## config.mk

```make
export PLATFORM = sky130hd
export DESIGN_NAME = state_sequencer
export DESIGN_NICKNAME = d
export VERILOG_FILES = /design/src/rtl/seq_pkg.sv /design/src/rtl/seq_prescaler.sv /design/src/rtl/state_sequencer.sv
export SDC_FILE = /design/constraint.sdc
export NUM_CORES = 1
export LEC_CHECK = 0
export ABC_CLOCK_PERIOD_IN_PS = 4000
export BUFFER_PORTS_ARGS = -buffer_cell sky130_fd_sc_hd__buf_2
export CAP_MARGIN = 10
export CORE_MARGIN = 1
export CORE_UTILIZATION = 34
export DETAILED_ROUTE_END_ITERATION = 6
export PLACE_DENSITY_LB_ADDON = 0.05
export SYNTH_ARGS = -nofsm -noshare
export SYNTH_HDL_FRONTEND = slang
export SYNTH_SLANG_ARGS = --single-unit
export TNS_END_PERCENT = 20
```

## constraint.sdc

```tcl
create_clock -name clk -period 4 [get_ports clk]
set_input_delay 0.4 -clock clk [delete_from_list [all_inputs] [get_ports clk]]
set_output_delay 0.4 -clock clk [all_outputs]
set_load 0.05 [all_outputs]
```

## src/rtl/seq_pkg.sv

```systemverilog
// Shared types and constants for the state-code sequencer feeding the state-code decoder.
package seq_pkg;

  typedef enum logic {
    ST_IDLE = 1'b0,
    ST_RUN  = 1'b1
  } seq_state_e;

  // State codes as seen by the decoder (letters b..j)
  localparam logic [3:0] CODE_B = 4'b0001;
  localparam logic [3:0] CODE_C = 4'b0010;
  localparam logic [3:0] CODE_D = 4'b0011;
  localparam logic [3:0] CODE_E = 4'b0100;
  localparam logic [3:0] CODE_F = 4'b0101;
  localparam logic [3:0] CODE_G = 4'b0110;
  localparam logic [3:0] CODE_H = 4'b0111;
  localparam logic [3:0] CODE_I = 4'b1000;
  localparam logic [3:0] CODE_J = 4'b1001;

  localparam logic [3:0] DEF_MIN_CODE = CODE_B;
  localparam logic [3:0] DEF_MAX_CODE = CODE_J;

  function automatic logic code_in_range(input logic [3:0] code,
                                         input logic [3:0] lo,
                                         input logic [3:0] hi);
    return (code >= lo) && (code <= hi);
  endfunction

endpackage

```

## src/rtl/seq_prescaler.sv

```systemverilog
// Divide-by-CLK_DIV step prescaler; tc marks the clock whose edge takes a step.
module seq_prescaler #(
  parameter int unsigned CLK_DIV = 4
) (
  input  logic clk,
  input  logic reset,
  input  logic clear,
  input  logic enable,
  output logic tc
);

  localparam int unsigned CW = (CLK_DIV > 2) ? $clog2(CLK_DIV) : 1;
  localparam logic [CW-1:0] LAST = CW'(CLK_DIV - 1);

  logic [CW-1:0] count_q, count_d;
  logic          at_last;

  assign at_last = (count_q == LAST);
  assign tc      = enable && at_last;

  always_comb begin
    count_d = count_q;
    if (clear) begin
      count_d = '0;
    end else if (enable) begin
      count_d = at_last ? '0 : count_q + CW'(1);
    end
  end

  always_ff @(posedge clk or posedge reset) begin
    if (reset) begin
      count_q <= '0;
    end else begin
      count_q <= count_d;
    end
  end

endmodule

```

## src/rtl/state_sequencer.sv

```systemverilog
// Steps a 4-bit state code through MIN_CODE..MAX_CODE with start/stop, direction and load.
// Define SEQ_ONESHOT_EN to stop at the end code (pulsing done_o) instead of wrapping.
module state_sequencer
  import seq_pkg::*;
#(
  parameter int unsigned CLK_DIV  = 4,
  parameter logic [3:0]  MIN_CODE = DEF_MIN_CODE,
  parameter logic [3:0]  MAX_CODE = DEF_MAX_CODE
) (
  input  logic       clk,
  input  logic       reset,
  input  logic       start,
  input  logic       stop,
  input  logic       dir,
  input  logic       load,
  input  logic [3:0] load_code,
  output logic [3:0] statein_o,
  output logic       step_o,
  output logic       busy_o,
  output logic       load_err_o,
  output logic       done_o
);

  seq_state_e state_q, state_d;
  logic [3:0] code_q, code_d;
  logic       step_q, step_d;
  logic       load_err_q, load_err_d;
  logic       load_ok, load_hit;
  logic       running, tc, pre_clear;
  logic [3:0] next_code;
`ifdef SEQ_ONESHOT_EN
  logic       done_q, done_d;
  logic       at_end, finish;
`endif

  assign running  = (state_q == ST_RUN);
  assign load_ok  = code_in_range(load_code, MIN_CODE, MAX_CODE);
  assign load_hit = load && load_ok;

  always_comb begin
    if (dir) begin
      next_code = (code_q == MAX_CODE) ? MIN_CODE : code_q + 4'd1;
    end else begin
      next_code = (code_q == MIN_CODE) ? MAX_CODE : code_q - 4'd1;
    end
  end

`ifdef SEQ_ONESHOT_EN
  assign at_end = dir ? (code_q == MAX_CODE) : (code_q == MIN_CODE);
  assign finish = tc && at_end;
`endif

  seq_prescaler #(
    .CLK_DIV (CLK_DIV)
  ) u_prescaler (
    .clk    (clk),
    .reset  (reset),
    .clear  (pre_clear),
    .enable (running),
    .tc     (tc)
  );

  // FSM state register
  always_ff @(posedge clk or posedge reset) begin
    if (reset) begin
      state_q <= ST_IDLE;
    end else begin
      state_q <= state_d;
    end
  end

  // FSM next state; an accepted load freezes the state for that edge
  always_comb begin
    state_d = state_q;
    if (!load_hit) begin
      unique case (state_q)
        ST_IDLE: begin
          if (start && !stop) begin
            state_d = ST_RUN;
          end
        end
        ST_RUN: begin
          if (stop) begin
            state_d = ST_IDLE;
`ifdef SEQ_ONESHOT_EN
          end else if (finish) begin
            state_d = ST_IDLE;
`endif
          end
        end
        default: state_d = ST_IDLE;
      endcase
    end
  end

  // FSM outputs
  always_comb begin
    busy_o     = running;
    statein_o  = code_q;
    step_o     = step_q;
    load_err_o = load_err_q;
`ifdef SEQ_ONESHOT_EN
    done_o     = done_q;
`else
    done_o     = 1'b0;
`endif
  end

  // Code register next value; priority is load > stop > start > step.
  // A rejected load only raises load_err and does not disturb anything else.
  always_comb begin
    code_d     = code_q;
    step_d     = 1'b0;
    load_err_d = load && !load_ok;
    pre_clear  = !running;
`ifdef SEQ_ONESHOT_EN
    done_d     = 1'b0;
`endif
    if (load_hit) begin
      code_d    = load_code;
      pre_clear = 1'b1;
    end else if (stop) begin
      pre_clear = 1'b1;
    end else if (start && !running) begin
      pre_clear = 1'b1;
    end else if (tc) begin
`ifdef SEQ_ONESHOT_EN
      if (at_end) begin
        done_d = 1'b1;
      end else begin
        code_d = next_code;
        step_d = 1'b1;
      end
`else
      code_d = next_code;
      step_d = 1'b1;
`endif
    end
  end

  always_ff @(posedge clk or posedge reset) begin
    if (reset) begin
      code_q     <= MIN_CODE;
      step_q     <= 1'b0;
      load_err_q <= 1'b0;
    end else begin
      code_q     <= code_d;
      step_q     <= step_d;
      load_err_q <= load_err_d;
    end
  end

`ifdef SEQ_ONESHOT_EN
  always_ff @(posedge clk or posedge reset) begin
    if (reset) begin
      done_q <= 1'b0;
    end else begin
      done_q <= done_d;
    end
  end
`endif

`ifndef SYNTHESIS
  code_in_range_a : assert property (
    @(posedge clk) disable iff (reset) code_in_range(code_q, MIN_CODE, MAX_CODE)
  );
`endif

endmodule
```

Yosys cells after proc, flatten, opt, wreduce, memory -nomap -nowiden:

Index checks and enable logic that the tools add are counted.

* register bits after elaboration: 9
* input port bits: 10
* output and inout bits: 8
* word-level logic and storage cells: 48

* $add $sub $neg: 3
* $lt $le $gt $ge: 2
* eq/ne operators: 5
* multiplexer cells: 20
* bitwise logic cells: 1
* reduce and logical (&&, ||, !) cells: 12

Operators by type and width (count)
* 4-bit two-way mux: 7
* 1-bit two-way mux: 9
* 1-bit logical AND: 6
* 2-bit two-way mux: 3
* 4-bit by 1-bit adder with 4-bit output (second input constant): 1
* 4-bit by 1-bit equality test with 1-bit output (second input constant): 1
* 4-bit equality test (second input constant): 1
* 4-bit by 1-bit greater-or-equal comparator with 1-bit output (second input constant): 1
* 4-bit <= comparator (second input constant): 1
* 2-bit nonzero test: 2
* 4-bit by 1-bit subtractor with 4-bit output (second input constant): 1
* 1-bit logical NOT: 3
* 3-bit AND reduction: 1
* 2-bit by 1-bit adder with 2-bit output (second input constant): 1
* 2-bit equality test (second input constant): 1
* 2-bit by 1-bit != test with 1-bit output (second input constant): 1
* 2-bit != test (second input constant): 1
* 1-bit case mux with 2 select lines: 1
* 1-bit NOT: 1

Logic depth before layout (Yosys ltp):

Gate-level depths: netlist of run 1.

* word-level depth: 7
* gate-level depth with buffers: 6
* depth with buffers taken out: 6

Cells and area by module:

From an unflattened synthesis of run 1, not the netlist that was laid out.

* cell total of the unflattened synthesis: 73
* area total of the unflattened synthesis: 650.6 um^2

By module, submodules not included
* state_sequencer: times used 1, cells an instance 63, area each 540.5 um^2, seq. area each 176.4 um^2
* seq_prescaler: times used 1, cells an instance 10, area each 110.1 um^2, seq. area each 50.0 um^2

Worst setup path before layout of run 1:

Ideal clock, no wire load.

* kind: reg-to-reg
* start point: register code_q[1], in the netlist statein_o[1]
* end point: register code_q[3], in the netlist statein_o[3]
* library setup time: 0.132 ns
* arrival: 1.624 ns
* required time: 3.868 ns
* slack: 2.244 ns
* stages on the path, launching flop included: 7
* buffers on the path: 0
* period minus slack after synthesis: 1.756 ns
* path through: dfrtp_1 inv_1 ha_1 o21ba_2 nor3_1 o221ai_1 nand3_1

* word-level cells in the longest chain between the ends: 7
* elaborated cells on any way between the ends: 11
* classes of those cells: add/sub (2); eq/ne (2); mux (7)

Ends and longest elaborated chain
* start: declaration: RTL line state_sequencer.sv:25 `logic [3:0] code_q, code_d;`
* start signal: assignment: RTL line state_sequencer.sv:147 `code_q <= code_d;`
* 4-bit by 1-bit subtractor with 4-bit output, or another cell as far along: RTL line state_sequencer.sv:44 `next_code = (code_q == MIN_CODE) ? MAX_CODE : code_q - 4'd1;`
* 4-bit two-way mux, on equally long branches: RTL line state_sequencer.sv:44, state_sequencer.sv:42
* 4-bit two-way mux (*): RTL line state_sequencer.sv:41 `if (dir) begin`
* 4-bit two-way mux (*): RTL line state_sequencer.sv:126 `end else if (tc) begin`
* 4-bit two-way mux (*): RTL line state_sequencer.sv:124 `end else if (start && !running) begin`
* 4-bit two-way mux (*): RTL line state_sequencer.sv:122 `end else if (stop) begin`
* 4-bit two-way mux (*): RTL line state_sequencer.sv:119 `if (load_hit) begin`

Every way passes the cells marked *; elsewhere a longest branch is shown, timed or not. The select of a mux whose other input is x is not followed.
A chain may end at the register's enable or synchronous reset.

Worst setup path in the final report of run 1:

* start point: register code_q[0], in the netlist statein_o[0]
* end point: register code_q[1], in the netlist statein_o[1]

The elaborated chain is that of the path after synthesis.

==> results.ini, run 1 <==
[drt]
first_pass_iters=2
routed_wl_um=1310
routed.top_layer=met3
via_count=561
wl_per_cell_um=11.8
route.detailed.drc=0
first_iter_violations=8
ant_nets=0
viasPerCell=5.05
route.met3.wl_um=73
wl_met1_um=650
wl_met2_um=583

[clock_tree]
cts_repair_resize_count=0
cts_setup_buffers=0
path_clk_slew_ns=0.06
htree_levels=1
cts_hold_buf=0
cts_sinks=9
cts_tree=done
clk_latency_ns=0.26
cts_buffers=3
cts_root_buf=clkbuf_4
cts_max_path_buffers=2

[placement]
dpl.cell_count=107
gp_congestion=0.699
io_buffers=16
hpwl_um=1020
pre_cts_slack_ns=2.28

[sta]
hold_viol=0
finalCriticalPeriod_ns=1.69
fin_worst_skew_ns=0.00991
fin_tns_setup_ns=0
rsz0062_at_grt=no
finalCritPeriodShare_pct=42.2
setup_violations=0
worstMarginPinSlew_ns=0.533
slew_headroom_pct=64.4
layout_setup_ws_ns=2.31
fmax_ghz=0.593
slew_violations=0

[synth]
synth-async-reset-ratio_pct=100
syn_avg_cell_area_um2=9.52
yosysTopAreaCell=dfrtp_1
ys_seq_area_share_pct=34.5
yosysWarnings=0
synth_fp_nets=84
syn-cell-area_um2=657
syn_inst=69
synth.top_cell.area_share_pct=30.5
synth.distinct_cells=37
synth_area_leaders=dfrtp_1 (30%), ha_1 (9.5%), dfstp_2 (4.0%)
synth-main-ff-cell=dfrtp_1
synth-seq-cells=9
synth_edf_count=0

[power]
total_power_uw=281
peakVddDrop_v=0.000176
total_leakage_power_nw=0.380
power.density_nw_per_um2=366

[setup_path]
crit_required_ns=4.12
critical_path.endpoint=statein_o[1]
r2r_cells=6
r2r_slack_ns=2.31
start_kind=register
reg2reg_to=statein_o[1]
crit_fanout=8
regToRegStartpoint=statein_o[0]
crit_type=reg2reg
setup.worst_path.start=statein_o[0]
cp.arrival_ns=1.81
critPathCaptureType=register

[final_layout]
nFillCells=197
num_antenna_cells=0
stdcell_count=111
syn_to_final_growth_pct=17.0
drive_above_1_share_pct=36.0
nNetsFinal=102

[floorplanning]
pin_count=18
fp.dieH_um=46.0
dieArea_um2=2110
start_util_pct=37.2
core_area_um2=1760
fp.dieW_um=46.0
row_count=15

[global_routing]
grt_max_degree=12
grt_usage_pct=15.7
grt_pass1_vias=511
grt_pass1_wl_um=2260
antenna_found_initial=0
overflow=0

[run_status]
run_status=complete, no violations

[hold_path]
hp-class=in2async

[flow_run]
max-cap-violations=0

registers in the layout, summed over array words and instances, names as in the netlist:
name	count
statein_o	4
u_prescaler.count_q	2
busy_o	1
load_err_o	1
step_o	1
worst min-delay path by stage:
stage	start	end	slack (ns)	cells past startpoint
2_1_floorplan	reset	busy_o	0.23	1
4_1_cts	reset	busy_o	0.10	2
5_1_grt	reset	load_err_o	0.12	2
6_report	reset	busy_o	0.09	2
3_3_place_gp	reset	load_err_o	0.39	2
3_5_place_dp	reset	busy_o	0.39	2
cell usage after synthesis, drive strengths merged (3+ instances only):
library cell  count
nor2              4
buf               3
ha                5
inv               6
o21ai             5
a21oi             5
nand2             3
dfrtp             8
where the power goes:
group          internal, mW  switching, mW  total [mW]  leakage (nW)
registers             0.101         0.0141       0.115         0.113
clock network        0.0384         0.0314      0.0698        0.0150
logic                0.0325         0.0635      0.0960         0.252
total                 0.172          0.109       0.281         0.380
routing by layer:
layer	up-vias	track usage [%]
met5	-	0
met4	0	4.71
met3	0	7.14
met2	15	22.3
met1	265	21.2
li1	281	-
cells in the final DEF (no fill, tap or decap), drive strengths merged, types with 2 or more instances in the layout:
cell / netlist / final
inv: 6 / 6
dfrtp: 8 / 8
ha: 5 / 5
a21oi: 5 / 5
nor3: 2 / 2
o211ai: 2 / 2
clkbuf: 0 / 4
o21ai: 5 / 5
and2: 2 / 2
a31oi: 2 / 2
nor2: 4 / 4
buf: 3 / 16
nor2b: 2 / 2
nand2: 3 / 3
o22ai: 2 / 2
nand3: 2 / 2
o221ai: 2 / 2
kinds of logic after synthesis:
family          after synthesis  synth area share (%)
compound gates               22                  25.5
simple gates                 21                  19.4
flops                         9                  34.5
buf+inv                       9                  7.43
fa+ha+maj                     5                  9.52
other cells                   1                 0.571
xor+xnor                      1                  1.33
mux                           1                  1.71
worst max-delay path, stage by stage, from the launching register on:
cell	delay, ns
dfstp_2	0.62
inv_1	0.10
ha_1	0.20
nor2_1	0.08
a31oi_1	0.05
a211oi_1	0.35
o22ai_2	0.13
metrics by stage:
stage          util (%)  instance area [um2]  hold WS (ns)
3_5_place_dp       42.1                  742         0.389
6_report           43.5                  768        0.0879
4_1_cts            43.5                  768         0.102
5_1_grt            43.5                  768         0.123
2_1_floorplan         -                  657         0.227
3_3_place_gp       42.1                  742         0.393
cell type report:
class | count | area [um2] | area share [%]
Clock buffer | 4 | 26.3 | 3.42
Inverter | 6 | 22.5 | 2.93
Multi-Input combinational cell | 51 | 382 | 49.7
Sequential cell | 9 | 226 | 29.5
Tap cell | 25 | 31.3 | 4.07
Timing Repair Buffer | 16 | 80.1 | 10.4
Note: power is estimated with default switching activity, not from simulation.
==> run 2: changes to the inputs <==
- ABC_AREA: unset -> 1
- ABC_CLOCK_PERIOD_IN_PS: 4000 -> 1580
- clock period: 4 -> 1.58 ns (I/O delays scaled with it)
==> results.ini, run 2 <==
[hold_path]
min_to=busy_o
hp-start=stop
hp-class=in2reg
hold_path_depth=2

[setup_path]
r2r_slack_ns=0.24
crit_cells=2
cp.arrival_ns=1.20
crit_fanout=6
timing.critical_path.buf_inv=2
critPathTopFamily=flip-flops
crit_slowest_cell=dfstp_2
regToRegStartpoint=statein_o[0]
start_kind=register
crit_type=reg2out
r2r_cells=6
critPathMaxStageDelay_ns=0.54
crit_required_ns=1.42
path_cells=buf_4 -> buf_2
critPathCaptureType=primary output
reg2reg_to=statein_o[1]

[clock_tree]
cts_buffers=3
path_clk_slew_ns=0.06
cts_hold_buf=1
cts_setup_buffers=0
cts_max_path_buffers=2
clk_latency_ns=0.25
cts_sinks=9
htree_levels=1
cts_tree=done
cts_root_buf=clkbuf_4
cts_repair_resize_count=0

[floorplanning]
dieArea_um2=2110
row_count=15
core_area_um2=1760
start_util_pct=37.2
fp.dieW_um=46.0
fp.dieH_um=46.0
pin_count=18

[sta]
setup_violations=0
slew_violations=0
hold_viol=0
finalCriticalPeriod_ns=1.35
fmax_ghz=0.739
fin_tns_setup_ns=0
rsz0062_at_grt=no
fin_worst_skew_ns=0.00385
finalCritPeriodShare_pct=85.7

[drt]
routed.top_layer=met3
via_count=621
route.met3.wl_um=64
wl_per_cell_um=9.58
ant_nets=0
first_pass_iters=4
viasPerCell=4.57
wl_met2_um=615
wl_met1_um=623
first_iter_violations=7
routed_wl_um=1300
route.detailed.drc=0

[synth]
synth_fp_nets=105
synth-async-reset-ratio_pct=100
yosysWarnings=0
syn_inst=90
yosysTopAreaCell=dfrtp_1
synth_edf_count=0
synth_area_leaders=dfrtp_1 (30%), nand3_1 (13%), nand2_1 (12%)
synth.distinct_cells=21
synth-main-ff-cell=dfrtp_1
synthTopCellsByCount=nand2_1 (21), nand3_1 (17), inv_1 (12), dfrtp_1 (8), nor2_1 (8)
synth-seq-cells=9
syn-cell-area_um2=657
ys_seq_area_share_pct=34.5
synth_most_common_cell=nand2_1
synth.top_cell.area_share_pct=30.5
syn_avg_cell_area_um2=7.30

[final_layout]
layout_common_cells=nand2_1 (21), nand3_1 (17), buf_2 (16)
drive_above_1_share_pct=27.0
nNetsFinal=127
syn_to_final_growth_pct=21.9
num_antenna_cells=0
nFillCells=207
mostFrequentLayoutCell=nand2_1
post-route-util_pct=45.4
largest_reg_flops=4
final_area_um2=801

[run_status]
run_status=complete, no violations

[global_routing]
grt_pass1_vias=562
grt_max_degree=10
antenna_found_initial=0
grt_pass1_wl_um=2280
overflow=0
grt_usage_pct=15.3

[power]
power_frac_seq_pct=37.9
p_clk_share_pct=23.3
switchingPower_uw=291
peakVddDrop_v=0.000459
total_power_uw=734
internal-power_uw=443
switching_share_pct=39.6
power.density_nw_per_um2=917
combPwrFrac_pct=38.8
total_leakage_power_nw=0.461

[placement]
io_buffers=16
placed_area_um2=764
gp_congestion=0.855
hpwl_um=1090

[flow_run]
max-cap-violations=0

-- run 2: changes by cell type after synthesis, moves of 3 or more --
cell | previous run | this run
nand2_1 | 2 | 21
o21ai_0 | 4 | 0
nand3_1 | 2 | 17
inv_1 | 6 | 12
a21oi_1 | 4 | 1
nor2_1 | 4 | 8
-- run 2: logic make-up after synthesis --
| logic type | share of synthesized area (%) |
|---|---|
| AND/OR/NAND/NOR | 38.9 |
| buffers and inverters | 10.9 |
| flip-flops | 34.5 |
| adder cells (fa/ha/maj) | 9.52 |
| AO/OA/AOI/OAI | 4.38 |
| XOR/XNOR | 1.33 |
| other | 0.571 |
-- run 2: how the worst max path moves through the flow --
stage / endpoint / from
after floorplan: statein_o[3] / statein_o[1]
after global placement: statein_o[1] / statein_o[0]
after detailed placement: statein_o[1] / statein_o[0]
after CTS: statein_o[0] / statein_o[0]
after global routing: statein_o[2] / statein_o[0]
final: statein_o[0] / statein_o[0]
-- run 2: through the flow --
step	setup slack (ns)	hold slack, ns	cells
after floorplan	0.0178	-0.0148	90
after global placement	0.242	0.138	131
after detailed placement	0.245	0.140	131
after CTS	0.210	0.105	136
after global routing	0.114	0.107	136
final	0.226	0.111	136
-- run 2: layout make-up --
type | instances | area, um2 | share of cell area (%)
clock buffer | 4 | 26.3 | 3.28
inverter | 14 | 52.6 | 6.56
tap | 25 | 31.3 | 3.91
timing repair buffer | 19 | 105 | 13.1
multi-input combinational | 65 | 359 | 44.8
sequential | 9 | 226 | 28.3
-- run 2: worst reg2reg max path, delay by kind of cell, from the launching register on --
| kind | cells | cell delay, ns |
|---|---|---|
| adders and majority gates | 1 | 0.28 |
| DFF | 1 | 0.54 |
| and+or+nand+nor | 3 | 0.17 |
| AOI/OAI and AO/OA | 1 | 0.14 |
| buffers and inverters | 1 | 0.08 |
-- run 2: power groups by stage --
stage	clock network (mW)	logic [mW]	registers [mW]
floorplan	0	0.144	0.352
finish	0.171	0.285	0.279
global route	0.194	0.317	0.283
global placement	0	0.285	0.283
detailed placement	0	0.284	0.283
CTS	0.181	0.287	0.279
-- run 2: per-layer routing --
layer | global-route usage (%) | vias to the layer above
li1 | - | 327
met1 | 19.3 | 277
met2 | 25.1 | 17
met3 | 5.95 | 0
met4 | 1.76 | 0
met5 | 0 | -
==> run 3: changes to the inputs <==
- ABC_CLOCK_PERIOD_IN_PS: 1580 -> 1100
- CTS_CLUSTER_SIZE: unset -> 10
- clock period: 1.58 -> 1.1 ns (I/O delays scaled with it)
==> results.ini, run 3 (synthesized netlist as in run 2, its figures left out) <==
[run_status]
run_status=complete, but fails checks
violations=negative setup slack

[sta]
hold_viol=0
fin_tns_setup_ns=-1.07
setup_violations=7
fin_worst_skew_ns=0.00488
finalCritPeriodShare_pct=126
hold_slack_ns=0.0585
slew_violations=0
finalCriticalPeriod_ns=1.39
layout_setup_ws_ns=-0.285
rsz0062_at_grt=yes
fmax_ghz=0.722

[global_routing]
antenna_found_initial=0
grt_pass1_vias=602
grt_pass1_wl_um=2440
grt_usage_pct=16.2
overflow=0
grt_max_degree=10

[flow_run]
max-cap-violations=0

[drt]
route.detailed.drc=0
first_iter_violations=9
wl_per_cell_um=9.48
first_pass_iters=4
viasPerCell=4.52
ant_nets=0
routed_wl_um=1350
via_count=642

[placement]
dpl.cell_count=137
pre_cts_slack_ns=-0.297
io_buffers=16
gp_congestion=0.845
placed_area_um2=847
hpwl_um=1130

[power]
total_leakage_power_nw=0.508
power.density_nw_per_um2=1280
peakVddDrop_v=0.000586

[final_layout]
nNetsFinal=133
syn_to_final_growth_pct=44.6
drive_above_1_share_pct=40.2
num_antenna_cells=0
largest_reg_flops=4
final_area_um2=950
layout_common_cells=nand2_1 (21), nand3_1 (14), buf_2 (12)
mostFrequentLayoutCell=nand2_1
stdcell_count=142
nFillCells=178

[setup_path]
crit_fanout=5
crit_type=reg2reg
crit_slowest_cell=dfstp_4
critPathCaptureType=register
start_kind=register
critPathMaxStageDelay_ns=0.66
crit_required_ns=1.24
cp.arrival_ns=1.53
path_cells=inv_4 -> ha_4 -> nor2_2 -> o21bai_1 -> nand2_1 -> nand3_2
r2r_slack_ns=-0.29

[floorplanning]
pin_count=18
row_count=15
core_area_um2=1760
fp.dieW_um=46.0
start_util_pct=37.2
fp.dieH_um=46.0
dieArea_um2=2110

[hold_path]
hp-class=in2reg

[clock_tree]
cts_max_path_buffers=2
cts_buffers=3
cts_sinks=9
htree_levels=1
path_clk_slew_ns=0.06
clk_latency_ns=0.26
cts_tree=done
cts_setup_buffers=0
cts_root_buf=clkbuf_4

[run 3: final cells by class]
class	count	area (um2)	area share, %
multi-input cells	65	402	42.3
clock buffers	4	26.3	2.77
inverters	14	55.1	5.80
flip-flops and latches	9	234	24.6
repair buffers	25	201	21.2
well taps	25	31.3	3.29
[run 3: routing by layer]
metal	part of all wire, %	vias up	track usage, %
met1	49	285	20.9
met3	5.0	0	6.75
li1	-	337	-
met2	46	20	24.2
met5	0	-	0
met4	0	0	5.29
[run 3: what timing repair did]
action	4_1_cts	5_1_grt
resized for setup	14	6
endpoints found under the hold margin	8	0
hold buffers	1	0
endpoints found under the setup margin	8	8
pin swaps	3	1
[run 3: stage by stage]
step	power, mW	utilization [%]
after floorplan	0.745	-
after global placement	0.889	48.0
after detailed placement	0.888	48.0
after CTS	1.20	52.6
after global routing	1.30	53.8
final	1.22	53.8
[run 3: worst paths after layout]
path,from,cells after the start,endpoint
worst max-delay path,statein_o[0],6,statein_o[1]
worst min-delay path,stop,2,busy_o
worst max register to register,statein_o[0],6,statein_o[1]
worst min register to register,u_prescaler.count_q[0],1,u_prescaler.count_q[0]
max in group asynchronous,reset,3,statein_o[0]
min in group asynchronous,reset,3,step_o
[run 3: report_power, final]
group          leakage, nW  internal [mW]  switching (mW)
combinational        0.381          0.236           0.308
sequential           0.111          0.373          0.0413
clock               0.0150          0.140           0.117
total                0.508          0.749           0.467
[run 3: critical path: cells and delay by family, from the launching register on]
| family | cells | cell delay (ns) |
|---|---|---|
| flops | 1 | 0.66 |
| fa+ha+maj | 1 | 0.26 |
| simple gates | 3 | 0.16 |
| compound gates | 1 | 0.14 |
| buf+inv | 1 | 0.05 |
